File: src/rtl/gpu_pkg.sv
// Shared GPU definitions: fetcher FSM states, the no-sprite tile code and RGB565 word helpers.
package gpu_pkg;

   localparam int          RGB565_W       = 16;
   localparam int          TILE_NUM_W     = 16;
   localparam int          TILE_WORD_W    = 2 * RGB565_W;
   localparam logic [15:0] NO_SPRITE_TILE = 16'hFFFF;

   typedef enum logic [1:0] {
      ST_IDLE   = 2'd0,
      ST_FETCH  = 2'd1,
      ST_OUTPUT = 2'd2
   } fetch_state_t;

   // A tile word packs two pixels; the even pixel sits in the low half.
   function automatic logic [RGB565_W-1:0] pick_pixel(input logic [TILE_WORD_W-1:0] word,
                                                      input logic                    odd);
      return odd ? word[TILE_WORD_W-1:RGB565_W] : word[RGB565_W-1:0];
   endfunction

endpackage

File: src/rtl/tile_word_cache.sv
// One-word tile-memory cache (address + data + valid), present only when TILE_FETCH_CACHE_EN is defined.
module tile_word_cache
   import gpu_pkg::*;
#(
   parameter int ADDR_W = 20
) (
   input  logic                   clk,
   input  logic                   rst_n,
   input  logic [ADDR_W-1:0]      lookup_addr,
   input  logic                   inval,
   input  logic                   fill_en,
   input  logic [ADDR_W-1:0]      fill_addr,
   input  logic [TILE_WORD_W-1:0] fill_data,
   output logic                   hit,
   output logic [TILE_WORD_W-1:0] hit_data
);

`ifdef TILE_FETCH_CACHE_EN
   logic                   valid;
   logic [ADDR_W-1:0]      word_addr;
   logic [TILE_WORD_W-1:0] word_data;

   always_ff @(posedge clk or negedge rst_n) begin
      if (!rst_n) begin
         valid <= 1'b0;
      end else if (inval) begin
         valid <= 1'b0;
      end else if (fill_en) begin
         valid <= 1'b1;
      end
   end

   always_ff @(posedge clk) begin
      if (fill_en) begin
         word_addr <= fill_addr;
         word_data <= fill_data;
      end
   end

   // An invalidate arriving with a lookup must already count as a miss.
   assign hit      = valid && (word_addr == lookup_addr) && !inval;
   assign hit_data = word_data;
`else
   logic unused_cache_inputs;
   assign unused_cache_inputs = ^{clk, rst_n, lookup_addr, inval, fill_en, fill_addr, fill_data};
   assign hit      = 1'b0;
   assign hit_data = '0;
`endif

endmodule

File: src/rtl/tile_pixel_fetcher.sv
// Per-pixel tile colour fetcher: address generation, tile-memory fetch FSM and transparency handling.
// Optional one-word cache enabled by defining TILE_FETCH_CACHE_EN.
module tile_pixel_fetcher
   import gpu_pkg::*;
#(
   parameter int          TILE_SIZE_LOG2    = 3,
   parameter int          TILE_ADDR_W       = 20,
   parameter logic [15:0] TRANSPARENT_COLOR = 16'hF81F
) (
   input  logic                   gpu_clk,
   input  logic                   rst_n,
   input  logic [TILE_NUM_W-1:0]  tile_number,
   input  logic [7:0]             offset_x,
   input  logic [7:0]             offset_y,
   input  logic                   in_valid,
   output logic                   in_ready,
   output logic                   tile_req,
   output logic [TILE_ADDR_W-1:0] tile_addr,
   input  logic                   tile_ack,
   input  logic [TILE_WORD_W-1:0] tile_rdata,
   input  logic                   inval,
   output logic                   out_valid,
   input  logic                   out_ready,
   output logic [RGB565_W-1:0]    out_color,
   output logic                   out_transparent
);

   localparam int ROW_SHIFT  = TILE_SIZE_LOG2 - 1;
   localparam int TILE_SHIFT = 2 * TILE_SIZE_LOG2 - 1;

   fetch_state_t              state;
   logic [TILE_SIZE_LOG2-1:0] ox_m, oy_m;
   logic [TILE_ADDR_W-1:0]    lookup_addr;
   logic                      hit;
   logic [TILE_WORD_W-1:0]    hit_data;
   logic                      pix_odd;
   logic                      stale;
   logic                      fill_en;

   logic unused_offset_bits;
   assign unused_offset_bits = ^{offset_x[7:TILE_SIZE_LOG2], offset_y[7:TILE_SIZE_LOG2]};

   assign ox_m = offset_x[TILE_SIZE_LOG2-1:0];
   assign oy_m = offset_y[TILE_SIZE_LOG2-1:0];

   // Arithmetic in TILE_ADDR_W bits gives the modulo-2**TILE_ADDR_W wrap for free.
   assign lookup_addr = (TILE_ADDR_W'(tile_number) << TILE_SHIFT)
                      + (TILE_ADDR_W'(oy_m) << ROW_SHIFT)
                      + TILE_ADDR_W'(ox_m >> 1);

   // A word whose memory was rewritten mid-fetch serves this pixel but is never cached.
   assign fill_en = (state == ST_FETCH) && tile_ack && !stale && !inval;

   tile_word_cache #(
      .ADDR_W(TILE_ADDR_W)
   ) u_cache (
      .clk        (gpu_clk),
      .rst_n      (rst_n),
      .lookup_addr(lookup_addr),
      .inval      (inval),
      .fill_en    (fill_en),
      .fill_addr  (tile_addr),
      .fill_data  (tile_rdata),
      .hit        (hit),
      .hit_data   (hit_data)
   );

   function automatic logic [RGB565_W:0] shade(input logic [RGB565_W-1:0] pix);
      if (pix == TRANSPARENT_COLOR) return {1'b1, {RGB565_W{1'b0}}};
      return {1'b0, pix};
   endfunction

   always_ff @(posedge gpu_clk or negedge rst_n) begin
      if (!rst_n) begin
         state           <= ST_IDLE;
         in_ready        <= 1'b0;
         tile_req        <= 1'b0;
         tile_addr       <= '0;
         out_valid       <= 1'b0;
         out_color       <= '0;
         out_transparent <= 1'b0;
         pix_odd         <= 1'b0;
         stale           <= 1'b0;
      end else begin
         case (state)
            ST_IDLE: begin
               in_ready <= 1'b1;
               if (in_valid && in_ready) begin
                  in_ready <= 1'b0;
                  pix_odd  <= ox_m[0];
                  if (tile_number == NO_SPRITE_TILE) begin
                     out_valid                    <= 1'b1;
                     {out_transparent, out_color} <= {1'b1, {RGB565_W{1'b0}}};
                     state                        <= ST_OUTPUT;
                  end else if (hit) begin
                     out_valid                    <= 1'b1;
                     {out_transparent, out_color} <= shade(pick_pixel(hit_data, ox_m[0]));
                     state                        <= ST_OUTPUT;
                  end else begin
                     tile_req  <= 1'b1;
                     tile_addr <= lookup_addr;
                     stale     <= 1'b0;
                     state     <= ST_FETCH;
                  end
               end
            end
            ST_FETCH: begin
               if (inval) stale <= 1'b1;
               if (tile_ack) begin
                  tile_req                     <= 1'b0;
                  out_valid                    <= 1'b1;
                  {out_transparent, out_color} <= shade(pick_pixel(tile_rdata, pix_odd));
                  state                        <= ST_OUTPUT;
               end
            end
            ST_OUTPUT: begin
               if (out_ready) begin
                  out_valid <= 1'b0;
                  in_ready  <= 1'b1;
                  state     <= ST_IDLE;
               end
            end
            default: state <= ST_IDLE;
         endcase
      end
   end

endmodule

File: config.mk
export PLATFORM = sky130hd
export DESIGN_NAME = tile_pixel_fetcher
export DESIGN_NICKNAME = d
export VERILOG_FILES = /design/src/rtl/gpu_pkg.sv /design/src/rtl/tile_word_cache.sv /design/src/rtl/tile_pixel_fetcher.sv
export SDC_FILE = /design/constraint.sdc
export NUM_CORES = 1
export LEC_CHECK = 0
export CAP_MARGIN = 20
export CORE_ASPECT_RATIO = 1.5
export CORE_MARGIN = 5
export CORE_UTILIZATION = 40
export CTS_CLUSTER_SIZE = 28
export DETAILED_ROUTE_END_ITERATION = 10
export PLACE_DENSITY = 0.87
export SLEW_MARGIN = 20
export SYNTH_ARGS = -nofsm -noshare
export SYNTH_HDL_FRONTEND = slang
export SYNTH_SLANG_ARGS = --single-unit
export TNS_END_PERCENT = 30
File: constraint.sdc
create_clock -name gpu_clk -period 1.9 [get_ports gpu_clk]
set_input_delay 0.38 -clock gpu_clk [delete_from_list [all_inputs] [get_ports gpu_clk]]
set_output_delay 0.38 -clock gpu_clk [all_outputs]
set_load 0.01 [all_outputs]
==> results.md, run 1 <==
* Pins Over Slew Limit at 0
* Vias in the first global route at about 2000
* Clock Skew at about 0.0064 ns
* IO Count at between 100 and 150
* Cell taking the most area after synthesis: dfrtp_1
* Max FO, Critical Path at 6
* Hold_ws at 0.3722 ns
* Placeable Area at a little over 0.005 mm^2
* Clock latency on the worst-skew pair at 0.29 ns
* #FFs+latches synth at 43
* Lkg Pwr at about 1.5 nW
* Share of cells above drive strength 1 at between 20 and 30%
* Routed Antenna Nets at 0
* WL final at 5627 um
* Final setup fails at 0
* Switching Fraction at between 30% and 40%
* Comb pwr share at 57.0%
* GP Congestion at 0.7665
* Ys Warns at 0
* Max Root-Sink Buffers at 2
* H-tree Lvls at 2
* Min-delay worst type: input port to flop
* Period Utilization, post-route at roughly 98%
* Post-synthesis cell count at 180
* Die area at slightly below 0.007 mm^2
* DRC at 0
* Clock transition at path regs at 0.08 ns
* Slew margin rel. at approximately three quarters
* Net count after synthesis at ~250
* Cell Pwr Density at between 1000 and 1500 mW/mm^2
* HPWL Detailed at 4495 um
* IO buf count at 98
* Fraction of registers with async set/reset at 100.0%
* Final cell count without fillers at 366
* Count leader, synth: dfrtp_1
* Final Hold Violating Endpoints at 0
* Hold Crit Start: tile_number[6]
* Max Fclk at 538.1 MHz
* Drt wl/cell at about 15 um
* Clk pwr share at about 12%
* Yosys top cell area share at between 50% and 60%
* Crit path launch: tile_number[4]
* Post-synth top flop: dfrtp_1
* Critical Path Start Type: input port
* Synthesized area at approximately 0.0021 mm^2
* Initial DRC count at 53
* Antenna violations before repair at 0
* Avg Inst Size Synth at 11.80 um^2
* Total GRT Usage at between 10% and 20%
* Post-placement worst setup slack at -0.3691 ns
* TritonCTS buffer count at 5
* Cells after DPL at between 300 and 400
* Clk sink count at 43
* GR Overflow Total at 0
* Reg2reg start: pix_odd
* Seq/Total Area, Yosys at roughly half
* Max Cap Viol at 0
* Setup CP Type: input port to flop
* Crit. End Element: flop
* Vias at between 1500 and 2000
* Num rows at 32
* Pwr Total at 5.082 mW
* CTS tree: done
* Distinct cells, synth at 27
* Arrival time at the worst endpoint at a little over 2 ns
* Via density at between 5 and 6
* Final setup margin at 0.04176 ns
* Worst R2R Path Depth at 6
* Starting density of the core at between 40% and 50%
* Cells on Worst Hold Path at 2
* Fin crit period at roughly 1.9 ns
* Nets at 370
* Global-route wire length before repair at between 8000 and 9000 um
* Worst IR Drop VDD at ~0.7 mV
* Internal at approximately 3.3 mW
* Root Buffer: clkbuf_8
* Synth area leaders: dfrtp_1 (51%), mux2_2 (15%), mux2i_1 (5.2%)
* Worst-margin pin slew at ~0.39 ns
* Post-synth top cells: dfrtp_1 (43), mux2_2 (28), nand2_1 (26), o21ai_0 (14), mux2i_1 (11)
* Initial DRT Pass Iterations at 4
* Sequential power share at between 30% and 40%
* Die width at 69.49 um
* Largest net degree at the start of global routing at 21
* EDFF count, synth at 0
* P&R area growth vs syn at 65.53%
* Die Y at between 90 and 100 um
* Net Switching at 1.797 mW
* # diodes at 0
* Outcome: finished clean
* Critical Path RT at ~2.1 ns
[cell usage in the layout, fill, tap and decap left out, types with 3 or more instances in the layout]
cell type	instances
nand2_1	26
clkdlybuf4s50_1	82
clkbuf_8	7
dlymetal6s2s_1	3
o21ai_0	12
mux2i_1	11
buf_6	5
dfrtp_1	42
ha_1	3
o31ai_2	9
dlygate4sd2_1	12
inv_1	3
mux2_2	28
nand4_1	6
buf_4	15
a21oi_1	5
[worst max-delay path: stages]
cell             delay [ns]
clkdlybuf4s50_1        0.47
nand4_1                0.18
o41ai_4                0.42
o211ai_4               0.20
buf_6                  0.18
nand2_1                0.11
o31ai_4                0.08
[cells by family (layout without fill, tap and decap cells)]
kind of cell | after synthesis | after routing | synth area share (%)
adders and majority gates | 3 | 3 | 1.768
DFF | 43 | 43 | 50.68
muxes | 39 | 39 | 20.04
and+or+nand+nor | 47 | 47 | 11.02
buffers and inverters | 13 | 131 | 3.536
AOI/OAI and AO/OA | 35 | 35 | 12.96
[repair_timing]
action,in CTS,in global routing
gates resized for setup,20,18
hold buffers,1,0
endpoints found under the hold margin,15,0
gates cloned,1,0
setup endpoints to repair,28,19
pin swaps,11,6
buffers inserted,0,2
[state kept, by name, indices dropped and copies added, names as in the netlist]
register	flops
tile_req	1
in_ready	1
out_transparent	1
tile_addr	20
pix_odd	1
out_valid	1
out_color	16
state	2
[final timing paths]
check / slack (ns) / to
worst max-delay path: 0.04 / out_color[15]
worst max register to register: 0.05 / out_color[15]
worst min register to register: 0.49 / out_color[3]
max in group asynchronous: 0.83 / out_color[4]
worst min-delay path: 0.37 / tile_addr[11]
min in group asynchronous: 0.53 / tile_addr[18]
[area by class of cell]
class,instances,area [um^2]
Multi-Input combinational cell,124,1070
Clock buffer,7,96.34
Tap cell,68,85.08
Sequential cell,43,1077
Timing Repair Buffer,120,1167
Clock inverter,1,7.507
Inverter,3,11.26
Fill cell,378,1650
[per-layer routing]
layer | GRT usage (%) | share of wire (%) | wire, um
met5 | 0 | 0 | 0
met4 | 5.714 | 1.0 | 59
met3 | 4.651 | 7.5 | 422
met2 | 29.41 | 54 | 3014
met1 | 17.57 | 38 | 2130
[metrics by stage]
| step | cell area [um^2] | TNS, ns | utilization (%) |
|---|---|---|---|
| global route | 3515 | -0.3185 | 68.05 |
| detailed placement | 3268 | -12.64 | 63.28 |
| CTS | 3410 | 0 | 66.01 |
| finish | 3515 | 0 | 68.05 |
| global placement | 3268 | -11.26 | 63.28 |
| floorplan | 2123 | 0 | - |
[power groups by stage]
| stage | clock [mW] | combinational, mW | sequential (mW) |
|---|---|---|---|
| 2_1_floorplan | 0 | 1.24 | 1.73 |
| 3_3_place_gp | 0 | 2.62 | 1.55 |
| 3_5_place_dp | 0 | 2.68 | 1.58 |
| 4_1_cts | 0.645 | 2.79 | 1.56 |
| 5_1_grt | 0.682 | 3.11 | 1.61 |
| 6_report | 0.630 | 2.90 | 1.56 |
(Power assumes the default switching activity.)
==> inputs of run 2 (changes only) <==
CELL_PAD_IN_SITES_DETAIL_PLACEMENT = 1   (was unset)
CELL_PAD_IN_SITES_GLOBAL_PLACEMENT = 1   (was unset)
CORE_UTILIZATION = 29   (was 40)
CTS_CLUSTER_DIAMETER = 200   (was unset)
PLACE_DENSITY = 0.85   (was 0.87)
==> run 2 against run 1 <==
  * Combinational power about the same
  * Global-route usage decreased by 1.2 points
  * Sequential share of layout area down 0.22 points
  * Sequential cell count unchanged
  * Die area rose by 33%
  * Fmax shrank 0.58%
  * Count of clock-buffer cells in the layout shrank 1
  * Largest cell class unchanged
==> results.md, run 2 (same netlist as run 1, synthesis figures left out) <==
* Outcome: finished clean
* Final setup fails at 0 (unchanged)
* Worst-margin pin slew at 0.4433 ns (+0.05638 ns)
* Crit-path leading delay family: buffers and inverters
* Final Hold Violating Endpoints at 0 (unchanged)
* Largest net degree at the start of global routing at 44 (+110%)
* Via density at 4.624 (-9.7%)
* Drt wl/cell at 16.22 um (+5.5%)
* Critical Path RT at 2.13 ns (+0.06 ns)
* Antenna violations before repair at 0 (unchanged)
* TritonCTS buffer count at 5 (unchanged)
* Placed Area at 0.003363 mm^2 (+2.9%)
* Most frequent cells in the layout: clkdlybuf4s50_1 (81), dfrtp_1 (42), mux2_2 (28), nand2_1 (26), buf_4 (22)
* IO buf count at 98 (unchanged)
* Die Y at 114.8 um (+16%)
* Placeable Area at 0.007179 mm^2 (+39%)
* Clock transition at path regs at 0.08 ns (about the same)
* GR Util met3 at 3.292% (-1.4 points)
* Most used routing layer: met2
* Fin crit period at 1.869 ns (+0.01076 ns)
* Num rows at 38 (+19%)
* Cell chain of the critical path: clkdlybuf4s50_1, nor4bb_1, a21oi_1, o41ai_2, buf_4, mux2_2
* # hold bufs at CTS at 0 (-1)
* Max Cap Viol at 0 (unchanged)
* HPWL Detailed at 5294 um (+18%)
* Clock Skew at 0.006870 ns (+0.0004622 ns)
* Reg2reg start: pix_odd
* Commonest non-fill, non-tap cell in the layout: clkdlybuf4s50_1
* IO Count at 110 (unchanged)
* GR Overflow Total at 0 (unchanged)
* Crit. End Element: flop
* Final cell count without fillers at 402 (+9.8%)
* Routed Antenna Nets at 0 (unchanged)
* Die area at 0.009168 mm^2 (+33%)
* Worst IR Drop VDD at 0.5537 mV (-21%)
* Initial DRC count at 30 (-43%)
* CP max stage cell: clkdlybuf4s50_1
* GP Congestion at 0.8019 (+4.6%)
* Cell Pwr Density at 1466 mW/mm^2 (+1.4%)
* H-tree Lvls at 2 (unchanged)
* Max FO, Critical Path at 11 (+5)
* Initial DRT Pass Iterations at 4 (unchanged)
* Slowest stage delay, CP at 0.47 ns (about the same)
* Vias in the first global route at 2172 (+12%)
* Lkg Pwr at 1.520 nW (+1.4%)
* Most flops, register: tile_addr
* Max Root-Sink Buffers at 2 (unchanged)
* Met2 Usage GRT at 29.45% (+0.036 points)
* Total GRT Usage at 14.89% (-1.2 points)
* Clk sink count at 43 (unchanged)
* Nets at 374 (+1.1%)
* Share of cells above drive strength 1 at 26.49% (-0.36 points)
* Routing usage on met1 at 15.32% (-2.2 points)
* Worst R2R End: out_transparent
* Max Fclk at 535.0 MHz (-0.58%)
* Slew margin rel. at 70.14% (-3.9 points)
* Starting density of the core at 29.57% (-12 points)
* Largest regs: tile_addr: 20 flops, out_color: 16 flops, state: 2 flops
* Cells after DPL at 390 (+10%)
* Die width at 79.87 um (+15%)
* Internal reg-to-reg setup slack at 0.07 ns (+0.02 ns)
* P&R area growth vs syn at 66.71%
* Arrival time at the worst endpoint at 2.10 ns (+0.07 ns)
* RSZ-0062 raised after global routing: yes
* Pins Over Slew Limit at 0 (unchanged)
* Vias at 1859 (-0.80%)
* CTS tree: done
* Worst R2R Path Depth at 5 (-1)
* Pwr Total at 5.188 mW (+2.1%)
* Design area at 0.003540 mm^2 (+0.71%)
* Worst path bufs/invs at 2 (unchanged)
* WL final at 6519 um (+16%)
* Max reg flops at 20 (unchanged)
* Setup CP Type: input port to flop
* Global-route wire length before repair at 10540 um (+17%)
* Period Utilization, post-route at 98.37% (+0.57 points)
* Root Buffer: clkbuf_8
* Layout Utilization at 49.30% (-19 points)
* DRC at 0 (unchanged)
* Critical Path Start Type: input port
* # diodes at 0 (unchanged)
* Clock latency on the worst-skew pair at 0.29 ns (about the same)
* Min-delay worst type: input port to async pin
-- run 2: layout make-up --
type                       instances  area (um^2)
tap                              100        125.1
inverter                           3        11.26
sequential                        43         1077
clock inverter                     2        35.03
fill                             780         3640
multi-input combinational        124         1001
timing repair buffer             124         1207
clock buffer                       6        82.58
-- run 2: metrics by stage --
stage          TNS (ns)  setup slack, ns  hold WS, ns
2_1_floorplan         0           0.2111      0.08441
3_3_place_gp     -16.04          -0.4909       0.3744
6_report              0          0.03099      0.06170
5_1_grt        -0.02873         -0.02174      0.06675
4_1_cts               0          0.01494      0.05688
3_5_place_dp     -16.07          -0.4953       0.3808
-- run 2: timing repair --
action | in CTS | in global routing
resized for setup | 15 | 9
pin swaps | 7 | 4
hold endpoints to repair | 0 | 0
gates cloned | 0 | 0
buffers inserted | 2 | 2
endpoints found under the setup margin | 37 | 28
-- run 2: layer usage --
metal,up-vias,part of all wire [%]
met5,-,0
met4,0,1.3
met3,6,5.0
met2,62,58
met1,899,36
li1,892,-
-- run 2: worst max-delay path by stage --
stage	start	to	slack [ns]	cells past startpoint
floorplan	state[0]	tile_addr[0]	0.21	7
global placement	tile_number[2]	tile_addr[14]	-0.49	6
detailed placement	tile_number[2]	tile_addr[11]	-0.50	6
CTS	tile_number[2]	out_transparent	0.01	6
global route	tile_rdata[4]	out_transparent	-0.02	6
finish	tile_rdata[4]	out_transparent	0.03	6
-- run 2: power by group --
| group | switching, mW | internal (mW) | leakage, nW |
|---|---|---|---|
| sequential | 0.262 | 1.33 | 0.535 |
| clock | 0.294 | 0.425 | 0.0612 |
| combinational | 1.24 | 1.63 | 0.924 |
| total | 1.80 | 3.39 | 1.52 |
==> inputs of run 3 (changes only) <==
CORE_UTILIZATION = 40   (was 29)
DONT_BUFFER_PORTS = 1   (was unset)
GPL_ROUTABILITY_DRIVEN = 1   (was unset)
PLACE_DENSITY = 0.75   (was 0.85)
==> run 3 against run 2 <==
  * Clock skew decreased by 0.0033 ns
  * Global-route usage grew 1.3 points
  * Power decreased by 14%
  * Final area shrank 28%
==> results.md, run 3 (same netlist as run 1, synthesis figures left out) <==
* Initial DRC count at 29 (-3.3%)
* Arrival time at the worst endpoint at 2.02 ns (-0.08 ns)
* Cell Pwr Density at 1750 mW/mm^2 (+19%)
* Most frequent cells in the layout: dfrtp_1 (42), mux2_2 (28), nand2_1 (26), buf_4 (15), o21ai_0 (13)
* Lkg Pwr at 1.071 nW (-30%)
* Vias at 1511 (-19%)
* H-tree Lvls at 2 (unchanged)
* Outcome: finished clean
* Worst-margin pin slew at 0.5154 ns (+0.07213 ns)
* GR Overflow Total at 0 (unchanged)
* Die area at 0.006895 mm^2 (-25%)
* Clock latency on the worst-skew pair at 0.29 ns (about the same)
* Final setup margin at 0.06205 ns (+0.03106 ns)
* Max Cap Viol at 0 (unchanged)
* Max Root-Sink Buffers at 2 (unchanged)
* Die Y at 99.23 um (-14%)
* Largest regs: tile_addr: 20 flops, out_color: 16 flops, state: 2 flops
* Worst R2R End: out_color[2]
* GP Congestion at 0.7600 (-5.2%)
* Fin crit period at 1.838 ns (-0.03106 ns)
* HPWL Detailed at 4445 um (-16%)
* Antenna violations before repair at 0 (unchanged)
* Initial DRT Pass Iterations at 4 (unchanged)
* Total GRT Usage at 16.18% (+1.3 points)
* Most flops, register: tile_addr
* Setup TNS at 0 ns (unchanged)
* Num rows at 32 (-16%)
* Final setup fails at 0 (unchanged)
* Layout Utilization at 49.20% (-0.10 points)
* RSZ-0062 raised after global routing: yes
* Starting density of the core at 41.11% (+12 points)
* P&R area growth vs syn at 19.68%
* Reg2reg start: pix_odd
* Nets at 272 (-27%)
* # diodes at 0 (unchanged)
* Max FO, Critical Path at 8 (-3)
* Clock transition at path regs at 0.08 ns (about the same)
* Slew margin rel. at 65.26% (-4.9 points)
* Routed Antenna Nets at 0 (unchanged)
* Drt wl/cell at 21.31 um (+31%)
* Root Buffer: clkbuf_8
* Critical Path Start Type: flop
* Worst IR Drop VDD at 0.7220 mV (+30%)
* Final Hold Violating Endpoints at 0 (unchanged)
* Min-delay worst type: input port to flop
* IO Count at 110 (unchanged)
* Share of cells above drive strength 1 at 38.00% (+12 points)
* Placeable Area at 0.005165 mm^2 (-28%)
* CTS tree: done
* DRC at 0 (unchanged)
* TritonCTS buffer count at 5 (unchanged)
* Crit path launch: pix_odd
* Hold_ws at 0.2310 ns (+0.1693 ns)
* Period Utilization, post-route at 96.73% (-1.6 points)
* IO buf count at 0 (-100%)
* Global-route wire length before repair at 8769 um (-17%)
* Critical Path RT at 2.08 ns (-0.05 ns)
* Commonest non-fill, non-tap cell in the layout: dfrtp_1
* Worst R2R Path Depth at 7 (+2)
* Pins Over Slew Limit at 0 (unchanged)
* Clock Skew at 0.003617 ns (-0.003253 ns)
* Setup CP Type: flop to flop
* Die width at 69.49 um (-13%)
* Crit. End Element: flop
* Internal reg-to-reg setup slack at 0.06 ns (about the same)
* Clk sink count at 43 (unchanged)
* Worst Setup EP: out_color[2]
* Via density at 5.638 (+22%)
* Largest net degree at the start of global routing at 44 (unchanged)
* WL final at 5710 um (-12%)
* Max Fclk at 544.1 MHz (+1.7%)
* Max reg flops at 20 (unchanged)
* Vias in the first global route at 1707 (-21%)
* Post-placement worst setup slack at -0.05399 ns (+0.4413 ns)
==> run 3: cell count changes in the layout (fill, tap and decap cells not counted), sizes merged <==
cell	change
dlygate4sd2	-12
dlymetal6s2s	-4
clkdlybuf4s50	-81
buf	-6
inv	+1
clkinv	-1
dlygate4sd3	+1
==> run 3: what timing repair did <==
item	4_1_cts	5_1_grt
hold buffers	2	0
gates cloned	1	0
hold endpoints to repair	43	0
setup endpoints to repair	9	39
resized for setup	3	16
pin swaps	1	4
buffers inserted	2	4
==> run 3: report_power, final <==
group / internal [mW] / switching (mW) / total [mW]
combinational: 0.952 / 0.905 / 1.86
sequential: 1.33 / 0.514 / 1.85
clock: 0.432 / 0.311 / 0.743
==> run 3: per-stage QoR <==
stage,power [mW],instance area [um^2],instances
3_3_place_gp,3.312,2255,251
6_report,4.447,2541,268
3_5_place_dp,3.465,2255,251
4_1_cts,4.291,2430,264
2_1_floorplan,2.964,2123,180
5_1_grt,4.742,2541,268
==> run 3: layout make-up <==
cell class | instances | area (um^2)
fill | 536 | 2624
sequential | 43 | 1077
multi-input combinational | 124 | 1035
timing repair buffer | 22 | 211.5
tap | 68 | 85.08
clock buffer | 6 | 82.58
clock inverter | 2 | 38.79
inverter | 3 | 11.26
==> run 3: worst max-delay path, stage by stage, from the launching register on <==
cell and delay (ns):
dfrtp_2 0.49, buf_6 0.16, nor4_4 0.26, a21oi_1 0.08, o41ai_2 0.33, buf_4 0.19
buf_6 0.13, o31ai_2 0.08
==> run 3: how the worst min path moves through the flow <==
| stage | to | from | slack [ns] | depth (start not counted) |
|---|---|---|---|---|
| after detailed placement | tile_addr[15] | rst_n | 0.09 | 0 |
| after CTS | tile_addr[13] | tile_number[8] | 0.22 | 1 |
| after global routing | pix_odd | offset_x[0] | 0.21 | 1 |
| after floorplan | in_ready | rst_n | 0.08 | 0 |
| after global placement | tile_addr[13] | rst_n | 0.09 | 0 |
| final | tile_addr[13] | tile_number[8] | 0.23 | 1 |
==> run 3: metal layers <==
metal | track usage (%) | wire length, um | vias up
met3 | 6.876 | 613 | 9
met5 | 0 | 0 | -
met1 | 15.26 | 1789 | 733
met4 | 6.165 | 121 | 0
met2 | 30.51 | 3185 | 81
li1 | - | - | 688
